File: src/rtl/pe_feeder.sv
// Loads filter/ifmap element buffers, streams them as pairs to a PE and captures the returned partial sum.
// Optional macro PE_FEEDER_TIMEOUT_EN bounds the wait for the partial sum; on expiry the result is 0 with err_o set.
module pe_feeder #(
    parameter int unsigned DEPTH   = 4,
    parameter int unsigned DATA_W  = 8,
    parameter int unsigned PSUM_W  = 10,
    parameter int unsigned TIMEOUT = 64
) (
    input  logic              clk_i,
    input  logic              rst_i,
    input  logic              wr_en_i,
    input  logic              wr_sel_i,
    input  logic [DATA_W-1:0] wr_data_i,
    input  logic              go_i,
    output logic              busy_o,
    output logic [DATA_W-1:0] pe_filter_o,
    output logic [DATA_W-1:0] pe_ifmap_o,
    output logic              pe_read_filter_o,
    output logic              pe_read_ifmap_o,
    output logic              pe_start_o,
    output logic              pe_end_os_o,
    input  logic [PSUM_W-1:0] pe_psum_i,
    input  logic              pe_psum_valid_i,
    output logic [PSUM_W-1:0] res_data_o,
    output logic              res_valid_o,
    input  logic              res_ready_i,
    output logic              err_o
);
    localparam int unsigned CNT_W = $clog2(DEPTH + 1);
    localparam int unsigned IDX_W = $clog2(DEPTH);

    if (DEPTH < 2 || DEPTH > 16 || TIMEOUT < 1) begin : g_bad_param
        $error("pe_feeder: DEPTH must be 2..16 and TIMEOUT at least 1");
    end

    typedef enum logic [2:0] {
        S_IDLE, S_START, S_STREAM, S_END, S_WAIT, S_HOLD
    } state_t;

    state_t              r_state, w_next;
    logic [IDX_W-1:0]    r_idx, w_idx_next;
    logic [CNT_W-1:0]    r_fcnt, r_icnt;
    logic [DATA_W-1:0]   r_fbuf [DEPTH];
    logic [DATA_W-1:0]   r_ibuf [DEPTH];
    logic                r_busy, r_rd, r_start, r_end, r_res_valid;
    logic [DATA_W-1:0]   r_pe_f, r_pe_i;
    logic [PSUM_W-1:0]   r_res_data;
    logic                w_full, w_wr_f, w_wr_i, w_capture, w_timeout, w_handshake;

    assign w_full = (r_fcnt == CNT_W'(DEPTH)) && (r_icnt == CNT_W'(DEPTH));
    assign w_wr_f = (r_state == S_IDLE) && wr_en_i && !wr_sel_i && (r_fcnt != CNT_W'(DEPTH));
    assign w_wr_i = (r_state == S_IDLE) && wr_en_i &&  wr_sel_i && (r_icnt != CNT_W'(DEPTH));

`ifdef PE_FEEDER_TIMEOUT_EN
    localparam int unsigned TMO_W = $clog2(TIMEOUT + 1);
    logic [TMO_W-1:0] r_tmo;
    logic             r_err;

    // Counts cycles spent in WAIT; restarts on every entry.
    always_ff @(posedge clk_i) begin
        if (rst_i || r_state != S_WAIT) r_tmo <= '0;
        else                            r_tmo <= r_tmo + TMO_W'(1);
    end
`endif

    // Next-state and per-state strobes
    always_comb begin
        w_next      = r_state;
        w_idx_next  = r_idx;
        w_capture   = 1'b0;
        w_timeout   = 1'b0;
        w_handshake = 1'b0;
        case (r_state)
            S_IDLE:   if (go_i && w_full) w_next = S_START;
            S_START: begin
                w_next     = S_STREAM;
                w_idx_next = '0;
            end
            S_STREAM: begin
                if (r_idx == IDX_W'(DEPTH - 1)) w_next = S_END;
                else                            w_idx_next = r_idx + IDX_W'(1);
            end
            S_END:    w_next = S_WAIT;
            S_WAIT: begin
                if (pe_psum_valid_i) begin
                    w_next    = S_HOLD;
                    w_capture = 1'b1;
                end
`ifdef PE_FEEDER_TIMEOUT_EN
                else if (r_tmo == TMO_W'(TIMEOUT - 1)) begin
                    w_next    = S_HOLD;
                    w_timeout = 1'b1;
                end
`endif
            end
            S_HOLD: begin
                if (res_ready_i) begin
                    w_next      = S_IDLE;
                    w_handshake = 1'b1;
                end
            end
            default:  w_next = S_IDLE;
        endcase
    end

    // State, counters and registered outputs decoded from the next state
    always_ff @(posedge clk_i) begin
        if (rst_i) begin
            r_state     <= S_IDLE;
            r_idx       <= '0;
            r_fcnt      <= '0;
            r_icnt      <= '0;
            r_busy      <= 1'b0;
            r_rd        <= 1'b0;
            r_start     <= 1'b0;
            r_end       <= 1'b0;
            r_pe_f      <= '0;
            r_pe_i      <= '0;
            r_res_data  <= '0;
            r_res_valid <= 1'b0;
        end else begin
            r_state <= w_next;
            r_idx   <= w_idx_next;
            r_busy  <= (w_next != S_IDLE);
            r_start <= (w_next == S_START);
            r_end   <= (w_next == S_END);
            r_rd    <= (w_next == S_STREAM);
            r_pe_f  <= (w_next == S_STREAM) ? r_fbuf[w_idx_next] : '0;
            r_pe_i  <= (w_next == S_STREAM) ? r_ibuf[w_idx_next] : '0;
            if (w_handshake) begin
                r_fcnt <= '0;
                r_icnt <= '0;
            end else begin
                if (w_wr_f) r_fcnt <= r_fcnt + CNT_W'(1);
                if (w_wr_i) r_icnt <= r_icnt + CNT_W'(1);
            end
            if (w_capture) begin
                r_res_data  <= pe_psum_i;
                r_res_valid <= 1'b1;
            end else if (w_timeout) begin
                r_res_data  <= '0;
                r_res_valid <= 1'b1;
            end else if (w_handshake) begin
                r_res_valid <= 1'b0;
            end
        end
    end

    // Element storage deliberately survives reset
    always_ff @(posedge clk_i) begin
        if (!rst_i) begin
            if (w_wr_f) r_fbuf[IDX_W'(r_fcnt)] <= wr_data_i;
            if (w_wr_i) r_ibuf[IDX_W'(r_icnt)] <= wr_data_i;
        end
    end

`ifdef PE_FEEDER_TIMEOUT_EN
    always_ff @(posedge clk_i) begin
        if (rst_i)            r_err <= 1'b0;
        else if (w_timeout)   r_err <= 1'b1;
        else if (w_capture || w_handshake) r_err <= 1'b0;
    end
    assign err_o = r_err;
`else
    assign err_o = 1'b0;
`endif

    assign busy_o           = r_busy;
    assign pe_filter_o      = r_pe_f;
    assign pe_ifmap_o       = r_pe_i;
    assign pe_read_filter_o = r_rd;
    assign pe_read_ifmap_o  = r_rd;
    assign pe_start_o       = r_start;
    assign pe_end_os_o      = r_end;
    assign res_data_o       = r_res_data;
    assign res_valid_o      = r_res_valid;

endmodule

File: config.mk
export PLATFORM = sky130hd
export DESIGN_NAME = pe_feeder
export DESIGN_NICKNAME = d
export VERILOG_FILES = /design/src/rtl/pe_feeder.sv
export SDC_FILE = /design/constraint.sdc
export NUM_CORES = 1
export LEC_CHECK = 0
export BUFFER_PORTS_ARGS = -buffer_cell sky130_fd_sc_hd__buf_4
export CELL_PAD_IN_SITES_DETAIL_PLACEMENT = 1
export CELL_PAD_IN_SITES_GLOBAL_PLACEMENT = 1
export CORE_ASPECT_RATIO = 1.2
export CORE_MARGIN = 2
export CORE_UTILIZATION = 43
export CTS_BUF_LIST = sky130_fd_sc_hd__clkbuf_4 sky130_fd_sc_hd__clkbuf_8
export DETAILED_ROUTE_END_ITERATION = 10
export HOLD_SLACK_MARGIN = 0.12
export PLACE_DENSITY = 0.77
export SKIP_CTS_REPAIR_TIMING = 1
export SLEW_MARGIN = 30
export SYNTH_ARGS = -nofsm -noshare
export SYNTH_HDL_FRONTEND = slang
export SYNTH_SLANG_ARGS = --single-unit
export TNS_END_PERCENT = 10
File: constraint.sdc
create_clock -name clk_i -period 2.4 [get_ports clk_i]
set_input_delay 0.36 -clock clk_i [delete_from_list [all_inputs] [get_ports clk_i]]
set_output_delay 0.36 -clock clk_i [all_outputs]
set_load 0.01 [all_outputs]
# Word level (Yosys, flattened, before mapping)
# Memories as Yosys holds them, arrays and structs flattened. A register that Yosys moved wholly into a read port is not among the register bits.
# Index checks and enable logic that the tools add are counted.
# Widths: inputs -> output; s select.
dict set report totals {
  ff_bits 26
  mem_count 2
  mem_bits_rw 64
  in_bits 25
  elab_cells 61
  out_inout_bits 33
}
# name depth word_bits read_ports rd_clocked_by_memory_dff wr line
set mem_list {}
lappend mem_list {r_fbuf 4 8 1 1 1 43} ;# logic [DATA_W-1:0] r_fbuf [DEPTH];
lappend mem_list {r_ibuf 4 8 1 1 1 44} ;# logic [DATA_W-1:0] r_ibuf [DEPTH];
dict set report op_classes {
  bitwise 1
  n_reduce_logical 13
  muxes 19
  add_sub_neg 3
  eq_ne 13
}
# operator count
set ops {}
lappend ops {{$pmux 3 s6} 1}
lappend ops {{$eq 3x2->1 const B} 4}
lappend ops {{$eq 3x3->1 const B} 4}
lappend ops {{$mux 1} 12}
lappend ops {{$mux 3} 4}
lappend ops {{$logic_and 1x1->1} 7}
lappend ops {{$add 3x1->3 const B} 2}
lappend ops {{$eq 3x1->1 const B} 2}
lappend ops {{$ne 3x3->1 const B} 2}
lappend ops {{$pmux 2 s2} 1}
lappend ops {{$reduce_or 2->1} 2}
lappend ops {{$logic_not 3->1} 1}
lappend ops {{$reduce_bool 3->1} 1}
lappend ops {{$add 2x1->2 const B} 1}
lappend ops {{$eq 2x2->1 const B} 1}
lappend ops {{$mux 2} 1}
lappend ops {{$reduce_bool 2->1} 1}
lappend ops {{$logic_not 1->1} 1}
lappend ops {{$not 1->1} 1}

# Longest topological paths before layout
# Gate-level depths: netlist of run 1.
dict set report logic_depth {
  depth_word 8
  mapped_depth 8
  depth_no_buf 7
}

# Least setup slack after synthesis of run 1
# OpenSTA, ideal clock, no wires.
dict set report synth_timing {
  path_type {flip-flop to flip-flop}
  start {reg r_state[0]}
  end {mem r_ibuf[3][0] (enable)}
  setup_time_ps 395
  path_buffers 1
  arrival_ps 1927
  path_stages_with_launch 5
  setup_slack_ps 78
  synth_period_minus_slack_ps 2322
  required_ps 2005
  cell_sequence {dfxtp_1 buf_4 nor3_1 nand2_1 nor4_1}
}
dict set report synth_via {
  elab_chain_cells 7
}
# element line
set synth_rtl {}
lappend synth_rtl {{start: declaration} 40} ;# state_t r_state, w_next;
lappend synth_rtl {{start signal: assignment} 122} ;# r_state <= w_next;
lappend synth_rtl {{$logic_not 3->1} 52} ;# assign w_wr_i = (r_state == S_IDLE) && wr_en_i && wr_sel_i && (r_icnt != CNT_W'(DEPTH));
lappend synth_rtl {{$logic_and 1x1->1 (3 in series)} 52}
lappend synth_rtl {{$mux 1} 153} ;# if (w_wr_i) r_ibuf[IDX_W'(r_icnt)] <= wr_data_i;
lappend synth_rtl {{$mux 1} 151} ;# if (!rst_i) begin
lappend synth_rtl {{$mux 1 (not written as such)} 153}
lappend synth_rtl {{end: declaration} 44}
# No other way between the ends.

# Final worst setup path of run 1
dict set report layout_timing {
  start {reg r_fcnt[0]}
  end {mem r_fbuf[0][0] (enable)}
}
dict set report layout_via {
  elab_chain_cells 5
}
# element line
set layout_rtl {}
lappend layout_rtl {{start: declaration} 42} ;# logic [CNT_W-1:0] r_fcnt, r_icnt;
lappend layout_rtl {{start signal: assignment} 134} ;# if (w_wr_f) r_fcnt <= r_fcnt + CNT_W'(1);
lappend layout_rtl {{$ne 3x3->1} 51} ;# assign w_wr_f = (r_state == S_IDLE) && wr_en_i && !wr_sel_i && (r_fcnt != CNT_W'(DEPTH));
lappend layout_rtl {{$logic_and 1x1->1} 51}
lappend layout_rtl {{$mux 1} 152} ;# if (w_wr_f) r_fbuf[IDX_W'(r_fcnt)] <= wr_data_i;
lappend layout_rtl {{$mux 1} 151}
lappend layout_rtl {{$mux 1 (not written as such)} 152}
lappend layout_rtl {{end: declaration} 43}
# Several ways; a longest one is shown, not always the timed one.

==> results.md, run 1 <==
* Status: completed
* CTS Buf Count at 9
* Syn Std Cell Area at 3950 µm²
* WS Path Type: flop to flop
* H-tree depth at 3
* DR iter-0 viols at 112
* Synth Area per Inst at 14.1 µm²
* Vias in the first global route at 2,451
* Final Skew at 0.0109 ns
* Yosys reg bits at 106
* Seq/Total Area, Yosys at 0.700
* Via count at 2,357
* Int Pwr at 0.00261 W
* Gpl congestion at 0.751
* Top cells by area, synth: edfxtp_1 49%, dfxtp_1 21%, mux2i_1 8.6%
* WP buf/inv at 1
* Type of destination of the critical path: flop
* Initial cell density of the core at 0.439
* Core ar. at 8990 µm²
* Mapped Cells at 281
* Yosys cell types at 34
* MaxCap Viol Count at 0
* CP max stage delay at 0.46 ns
* Hold/Removal Path Class: input port to flop
* CTS tree: yes
* P_sw at 0.000667 W
* Period utilisation layout at 0.883
* Pwr Density at 693 nW/µm²
* Post-synth top cells: 64 x edfxtp_1, 42 x dfxtp_1, 34 x mux2i_1, 27 x nand2_1, 17 x o22ai_1
* Ys Warns at 0
* Yosys top cell by area: edfxtp_1
* P_leak at 1.68 nW
* Clk slew on worst S/H paths at 0.10 ns
* Met2 wire len at 4410 µm
* Overflow after GRT at 0
* IO Port Bufs at 56
* # clock sinks at 106
* Most common cell in the netlist: edfxtp_1
* NumNets Final at 374
* First-pass GRT wire length at 12,600 µm
* Die area at 9970 µm²
* Global Route Usage Sum at 0.170
* Layout area overhead at 19.6%
* Critical Path RT at 2.42 ns
* Worst skew pair latency at 0.37 ns
* Vias per cell at 5.06
* Detailed placer's ending HPWL at 5490 µm
* Top delay family on crit path: simple AND/OR/NAND/NOR gates
* Max IR drop VDD at 0.422 mV
* DR top layer: met4
* Clk buf depth at 2
* Post-synth EDFFs at 64
* Switching part of the total at 0.204
* Crit path max fanout at 8
* Critical Path AT at 2.14 ns
* Clock root buffer: clkbuf_8
* Hold violation count in the final report at 0
* Clock power share at 0.372
* Setup TNS at 0 ns
* Seq pwr share at 0.596
* DRT antenna net count at 0
* Syn_nets at 314
* DR WL/cell at 17.0 µm
* Routed WL at 7930 µm
* Share of cells above drive strength 1 at 0.234
* Die Y at 109 µm
* Minimum clock period at 2.12 ns
* DR pass1 iterations at 4
* Finished Cell Area at 4720 µm²
* Async S/R FF share, synth at 0
* Top-area cell type share of the netlist area at 0.487
* Crit-path cells: inv_1, ha_1, a21oi_1, nor3b_1, and2_1
* IO Count at 58
* Final Setup Violations at 0
* RSZ-0062 raised after global routing: false
* Metal-1 WL at 3040 µm
* Combinational fraction of design power at 0.031
* Initial antenna violation count at 0
* Placed instance area at 4490 µm²
* Die width at 91.5 µm
* Slowest CP cell: and2_1
* ANT cells at 0
* Fin. max-slew vios at 0
* Rows at 38
* Residual DRC at 0
* Setup crit start kind: flop
* Ys flop type: edfxtp_1
* Fmax at 472 MHz
* Met3 WL at 366 µm
* Largest net degree at the start of global routing at 34
[cells by family after synthesis]
kind of cell,synth area share
xor+xnor,0.0111
compound gates,0.0577
other cells,0.000950
flops,0.700
buf+inv,0.0276
fa+ha+maj,0.0253
mux,0.0862
simple gates,0.0916
[power by group through the flow]
stage	Clock (W)	Sequential, W	Combinational (W)
detailed placement	0	0.00199	0.000104
floorplan	0	0.00199	0.0000435
global placement	0	0.00199	0.0000988
finish	0.00122	0.00195	0.000102
CTS	0.00125	0.00195	0.000105
global route	0.00132	0.00195	0.000116
[per-stage QoR]
stage	instances	hold WS, ns	total power [W]	worst slack, ns	util
6_report	466	0.229	0.00327	0.281	0.525
5_1_grt	466	0.200	0.00339	0.0660	0.525
4_1_cts	466	0.207	0.00331	0.285	0.525
3_5_place_dp	450	0.449	0.00210	0.316	0.500
3_3_place_gp	450	0.444	0.00209	0.473	0.500
2_1_floorplan	281	0.441	0.00204	0.0782	-
[flip-flops by register name, indices dropped and copies added (netlist names)]
register and flops:
r_icnt 3, pe_ifmap_o 8, r_ibuf 32, r_state 3, pe_filter_o 8, pe_end_os_o 1
busy_o 1, res_valid_o 1, r_fbuf 32, res_data_o 10, r_fcnt 3, r_idx 2
pe_start_o 1, pe_read_filter_o 1
[path summary, 6_finish.rpt]
| path | cells past startpoint | slack [ns] | end | startpoint |
|---|---|---|---|---|
| worst max-delay path | 5 | 0.28 | r_fbuf[0][0] | r_fcnt[0] |
| worst min-delay path | 1 | 0.23 | r_fbuf[2][6] | wr_data_i[6] |
| worst max register to register | 5 | 0.28 | r_fbuf[0][0] | r_fcnt[0] |
| worst min register to register | 2 | 0.46 | res_data_o[4] | res_data_o[4] |
[area by class of cell]
type / instances / area (µm²)
clock inverter: 6 / 88.8
clock buffer: 10 / 138
timing repair buffer: 62 / 478
multi-input combinational: 155 / 1080
inverter: 7 / 26.3
sequential: 106 / 2760
fill: 893 / 4270
tap: 120 / 150
[routing by layer]
| layer | vias up | GRT usage |
|---|---|---|
| met5 | - | 0 |
| met4 | 0 | 0.0552 |
| met3 | 8 | 0.0581 |
| met2 | 51 | 0.316 |
| met1 | 1170 | 0.180 |
| li1 | 1128 | - |
[cell usage in the layout (no fill, tap or decap), drive strengths merged, types with 8 or more instances in the layout]
master,Yosys,final
o22ai,17,17
mux2i,34,34
nor2,12,12
buf,9,62
inv,7,8
a21oi,13,13
dfxtp,42,42
nand2,27,27
ha,8,8
clkbuf,4,10
edfxtp,64,64
Power figures use the tool's default switching activity.
==> run 2, diff against run 1 <==
--- a/config.mk
+++ b/config.mk
@@ -5,14 +5,15 @@
 export SDC_FILE = /design/constraint.sdc
 export NUM_CORES = 1
 export LEC_CHECK = 0
-export BUFFER_PORTS_ARGS = -buffer_cell sky130_fd_sc_hd__buf_4
+export ABC_CLOCK_PERIOD_IN_PS = 2400
 export CELL_PAD_IN_SITES_DETAIL_PLACEMENT = 1
 export CELL_PAD_IN_SITES_GLOBAL_PLACEMENT = 1
 export CORE_ASPECT_RATIO = 1.2
 export CORE_MARGIN = 2
-export CORE_UTILIZATION = 43
+export CORE_UTILIZATION = 48
 export CTS_BUF_LIST = sky130_fd_sc_hd__clkbuf_4 sky130_fd_sc_hd__clkbuf_8
 export DETAILED_ROUTE_END_ITERATION = 10
+export DONT_BUFFER_PORTS = 1
 export HOLD_SLACK_MARGIN = 0.12
 export PLACE_DENSITY = 0.77
 export SKIP_CTS_REPAIR_TIMING = 1
==> run 2 against run 1 <==
Effect of this change: fmax down 1.4%; power down 4.1%; clock-buffer cell count unchanged; critical endpoint is now r_fbuf[1][3].
==> results.md, run 2 (synthesis gave the netlist of run 1 again) <==
* Die Y at 103 µm (-5.2%)
* Hold/Removal Path Class: input port to flop
* DR pass1 iterations at 4 (unchanged)
* Clk slew on worst S/H paths at 0.09 ns (about the same)
* Relative slew slack at 0.552
* Top delay family on crit path: simple AND/OR/NAND/NOR gates
* Setup crit start kind: flop
* WHS Path Cells at 2 (+1)
* Gpl congestion at 0.768 (+2.2%)
* Hold violation count in the final report at 0 (unchanged)
* Fmax at 465 MHz (-1.4%)
* Initial antenna violation count at 0 (unchanged)
* DR WL/cell at 19.0 µm (+11%)
* WP buf/inv at 1 (unchanged)
* Share of cells above drive strength 1 at 0.0847 (-0.149)
* RSZ-0062 raised after global routing: false
* Slowest CP cell: and2_1
* Max IR drop VDD at 0.349 mV (-17%)
* Crit path max fanout at 8 (unchanged)
* Setup TNS at 0 ns (unchanged)
* # clock sinks at 106 (unchanged)
* Worst reg2reg setup slack at 0.25 ns (-0.03 ns)
* Final Setup Violations at 0 (unchanged)
* Period utilisation layout at 0.896 (+0.0129)
* Fin. max-slew vios at 0 (unchanged)
* Initial cell density of the core at 0.490 (+0.0503)
* Hold EP: res_data_o[5]
* Clk buf depth at 2 (unchanged)
* Overflow after GRT at 0 (unchanged)
* IO Port Bufs at 0 (-100%)
* Worst-margin pin slew at 0.670 ns
* Detailed placer's ending HPWL at 4830 µm (-12%)
* ANT cells at 0 (unchanged)
* Core ar. at 8060 µm² (-10%)
* WS Path Type: flop to flop
* Most frequent cells in the layout: 64 x edfxtp_1, 42 x dfxtp_1, 34 x mux2i_1
* H-tree depth at 3 (unchanged)
* Critical R2R Launch: r_fcnt[1]
* Worst skew pair latency at 0.38 ns (about the same)
* DR iter-0 viols at 67 (-40%)
* Vias in the first global route at 2,156 (-12%)
* Global Route Usage Sum at 0.172 (+0.00217)
* Residual DRC at 0 (unchanged)
* Layout area overhead at 11.7%
* NumNets Final at 335 (-10%)
* First-pass GRT wire length at 11,300 µm (-11%)
* Largest net degree at the start of global routing at 34 (unchanged)
* Die width at 86.8 µm (-5.1%)
* CTS Buf Count at 9 (unchanged)
* P_leak at 1.46 nW (-13%)
* Routed WL at 7620 µm (-3.9%)
* Worst Reg2Reg Path Length in Cells at 5 (unchanged)
* Critical Path AT at 2.17 ns (+0.03 ns)
* CTS tree: yes
* Critical Path RT at 2.42 ns (about the same)
* Vias per cell at 5.49 (+8.5%)
* Pwr Density at 711 nW/µm² (+2.6%)
* Worst Min Path Start: pe_psum_i[5]
* Rows at 36 (-5.3%)
* Crit-path cells: inv_1, ha_1, a21oi_1, nor3b_1, and2_1
* Die area at 8970 µm² (-10%)
* Final Skew at 0.0142 ns (+0.00334 ns)
* Status: completed
* CP max stage delay at 0.47 ns (about the same)
* Final Util at 0.547 (+0.0217)
* Minimum clock period at 2.15 ns (+0.0309 ns)
* MaxCap Viol Count at 0 (unchanged)
* FF-to-FF End: r_fbuf[1][3]
* DRT antenna net count at 0 (unchanged)
* IO Count at 58 (unchanged)
* Via count at 2,207 (-6.4%)
* Type of destination of the critical path: flop
* Most common cell after layout, fill and taps aside: edfxtp_1
* Clock root buffer: clkbuf_8
-- run 2: where the power goes --
| group | internal [W] | switching (W) | leakage, nW | total (W) |
|---|---|---|---|---|
| Sequential | 0.00194 | 0.00000779 | 0.917 | 0.00195 |
| Clock | 0.000498 | 0.000597 | 0.104 | 0.00109 |
| Combinational | 0.0000368 | 0.0000537 | 0.437 | 0.0000905 |
-- run 2: routing by layer --
metal  track usage  vias to the layer above  share of wire
li1              -                     1054              -
met1         0.195                     1084           0.40
met2         0.285                       55           0.53
met3        0.0690                       14          0.050
met4        0.0781                        0          0.022
met5             0                        -              0
-- run 2: area by class of cell --
class                           count  area (µm²)
Sequential cell                   106        2760
Multi-Input combinational cell    155        1080
Inverter                            7        26.3
Fill cell                         787        3650
Timing Repair Buffer               23         228
Clock buffer                       10         131
Tap cell                           95         119
Clock inverter                      6        66.3
-- run 2: worst max-delay path by stage --
stage,start,end,cells after the start
finish,r_fcnt[1],r_fbuf[1][3],5
global route,r_fcnt[1],r_fbuf[1][3],5
CTS,r_fcnt[0],r_fbuf[1][3],5
global placement,r_fcnt[0],r_fbuf[1][3],5
detailed placement,r_fcnt[0],r_fbuf[1][4],5
floorplan,r_state[0],r_ibuf[3][0],4
-- run 2: stage by stage --
step	worst slack [ns]	cells	hold slack [ns]	instance area [µm²]	total power, W
after floorplan	0.0782	281	0.441	3950	0.00204
after global placement	0.477	369	0.431	4040	0.00204
after detailed placement	0.269	369	0.433	4040	0.00205
after CTS	0.240	385	0.0259	4240	0.00312
after global routing	0.0897	402	0.123	4410	0.00325
final	0.250	402	0.115	4410	0.00314
==> run 3, diff against run 2 <==
--- a/config.mk
+++ b/config.mk
@@ -8,7 +8,6 @@
 export ABC_CLOCK_PERIOD_IN_PS = 2400
 export CELL_PAD_IN_SITES_DETAIL_PLACEMENT = 1
 export CELL_PAD_IN_SITES_GLOBAL_PLACEMENT = 1
-export CORE_ASPECT_RATIO = 1.2
 export CORE_MARGIN = 2
 export CORE_UTILIZATION = 48
 export CTS_BUF_LIST = sky130_fd_sc_hd__clkbuf_4 sky130_fd_sc_hd__clkbuf_8
==> run 3 against run 2 <==
Effect of this change: non-clock buffer count fell by 5; via count is essentially flat; routed wire length grew 2.3%; worst setup slack better by 0.043 ns; critical path type unchanged; largest power group unchanged.
==> results.md, run 3 (synthesis gave the netlist of run 1 again) <==
* Most common cell after layout, fill and taps aside: edfxtp_1
* WS Path Type: flop to flop
* Vias in the first global route at 2,285 (+6.0%)
* DR pass1 iterations at 4 (unchanged)
* Rows at 33 (-8.3%)
* Vias per cell at 5.42 (-1.3%)
* Die Y at 94.7 µm (-8.4%)
* Hold/Removal Path Class: input port to flop
* Seq pwr share at 0.622 (about the same)
* Period utilisation layout at 0.878 (-0.0181)
* Worst reg2reg setup slack at 0.29 ns (+0.04 ns)
* Largest net degree at the start of global routing at 34 (unchanged)
* Final Skew at 0.00779 ns (-0.00644 ns)
* Clk buf depth at 2 (unchanged)
* Minimum clock period at 2.11 ns (-0.0435 ns)
* Status: completed
* Worst-margin pin slew at 0.624 ns (-0.0467 ns)
* IO Port Bufs at 0 (unchanged)
* P_sw at 0.000665 W (+1.1%)
* Global Route Usage Sum at 0.181 (+0.00905)
* Final Setup Violations at 0 (unchanged)
* DRT antenna net count at 0 (unchanged)
* Critical R2R Launch: r_fcnt[0]
* MaxCap Viol Count at 0 (unchanged)
* Pre-CTS setup slack at 0.335 ns (+0.0665 ns)
* Max IR drop VDD at 0.438 mV (+26%)
* Type of destination of the critical path: flop
* Routed WL at 7790 µm (+2.3%)
* ANT cells at 0 (unchanged)
* Relative slew slack at 0.583 (+0.0313)
* RSZ-0062 raised after global routing: false
* DR iter-0 viols at 31 (-54%)
* Combinational fraction of design power at 0.028 (about the same)
* Critical Path AT at 2.13 ns (-0.04 ns)
* DR WL/cell at 19.1 µm (+1.0%)
* Crit path max fanout at 8 (unchanged)
* Critical Path RT at 2.43 ns (about the same)
* Die width at 94.7 µm (+9.1%)
* Residual DRC at 0 (unchanged)
* IO Count at 58 (unchanged)
* Fmax at 475 MHz (+2.1%)
* Initial antenna violation count at 0 (unchanged)
* Setup TNS at 0 ns (unchanged)
* Int Pwr at 0.00248 W (-0.11%)
* Switching part of the total at 0.212 (+0.00196)
* Setup crit start kind: flop
* Die area at 8970 µm² (about the same)
* Gpl congestion at 0.767 (-0.16%)
* Detailed placer's ending HPWL at 5180 µm (+7.2%)
* # clock sinks at 106 (unchanged)
* Hold violation count in the final report at 0 (unchanged)
* Via count at 2,206 (-0.045%)
* FF-to-FF End: r_fbuf[1][7]
* Worst Reg2Reg Path Length in Cells at 5 (unchanged)
* CTS tree: yes
* Initial cell density of the core at 0.488 (-0.00182)
* Overflow after GRT at 0 (unchanged)
* Layout area overhead at 10.8%
* WHS Path Cells at 2 (unchanged)
* Worst Min Path Start: pe_psum_i[6]
* First-pass GRT wire length at 11,900 µm (+5.9%)
* Clk slew on worst S/H paths at 0.10 ns (about the same)
* Share of cells above drive strength 1 at 0.0795 (-0.00522)
* Pwr Density at 718 nW/µm² (+0.94%)
* CTS Buf Count at 9 (unchanged)
* Worst skew pair latency at 0.37 ns (about the same)
* Clock power share at 0.351 (+0.002)
* Fin. max-slew vios at 0 (unchanged)
* Hold EP: res_data_o[6]
* Core ar. at 8090 µm² (+0.37%)
* Most frequent cells in the layout: 64 x edfxtp_1, 42 x dfxtp_1, 34 x mux2i_1
* H-tree depth at 3 (unchanged)
* Clock root buffer: clkbuf_8
* P_leak at 1.43 nW (-2.0%)
* NumNets Final at 330 (-1.5%)
* Final worst slack at 0.294 ns (+0.0435 ns)
[run 3: cell count changes in the layout (fill, tap and decap cells not counted), sizes merged]
cell / delta
buf: -1
clkinvlp: +1
clkinv: -1
dlygate4sd3: -4
[run 3: worst max-delay path by stage]
| stage | endpoint | start | depth (start not counted) | slack [ns] |
|---|---|---|---|---|
| 2_1_floorplan | r_ibuf[3][0] | r_state[0] | 4 | 0.08 |
| 5_1_grt | r_fbuf[3][5] | r_fcnt[0] | 5 | 0.16 |
| 3_3_place_gp | r_fbuf[1][5] | r_fcnt[0] | 5 | 0.45 |
| 3_5_place_dp | r_ibuf[0][4] | r_state[0] | 4 | 0.34 |
| 6_report | r_fbuf[1][7] | r_fcnt[0] | 5 | 0.29 |
| 4_1_cts | r_fbuf[3][5] | r_fcnt[0] | 5 | 0.30 |
[run 3: critical path, cell delays in order, from the launching register on]
cell and delay, ns:
dfxtp_1 0.38, inv_1 0.10, ha_1 0.23, a21oi_1 0.25
nor3b_1 0.37, and2_1 0.44
[run 3: power groups by stage]
| stage | combinational (W) | clock [W] | sequential, W |
|---|---|---|---|
| 6_report | 0.0000876 | 0.00110 | 0.00195 |
| 5_1_grt | 0.0000985 | 0.00119 | 0.00196 |
| 4_1_cts | 0.0000521 | 0.00112 | 0.00195 |
| 3_5_place_dp | 0.0000514 | 0 | 0.00200 |
| 3_3_place_gp | 0.0000484 | 0 | 0.00199 |
| 2_1_floorplan | 0.0000435 | 0 | 0.00199 |
[run 3: per-layer routing]
| metal | wire, µm | track usage | vias up |
|---|---|---|---|
| met2 | 3960 | 0.306 | 52 |
| met4 | 116 | 0.0725 | 0 |
| met5 | 0 | 0 | - |
| met3 | 318 | 0.0455 | 12 |
| li1 | - | - | 1047 |
| met1 | 3390 | 0.222 | 1095 |
[run 3: final cells by class]
class | count | area [µm²]
clock buffers | 10 | 131
clock inverters | 6 | 66.3
fillers | 816 | 3720
inverters | 7 | 26.3
multi-input cells | 155 | 1080
flip-flops and latches | 106 | 2760
well taps | 105 | 131
repair buffers | 18 | 180
[run 3: through the flow]
stage                     cells  power (W)  hold WS [ns]  instance area [µm²]  utilization
after global placement      378    0.00204         0.431                 4050        0.500
after floorplan             281    0.00204         0.441                 3950            -
after CTS                   394    0.00313        0.0363                 4250        0.525
after global routing        407    0.00325         0.121                 4380        0.541
after detailed placement    378    0.00205         0.434                 4050        0.500
final                       407    0.00314         0.119                 4380        0.541
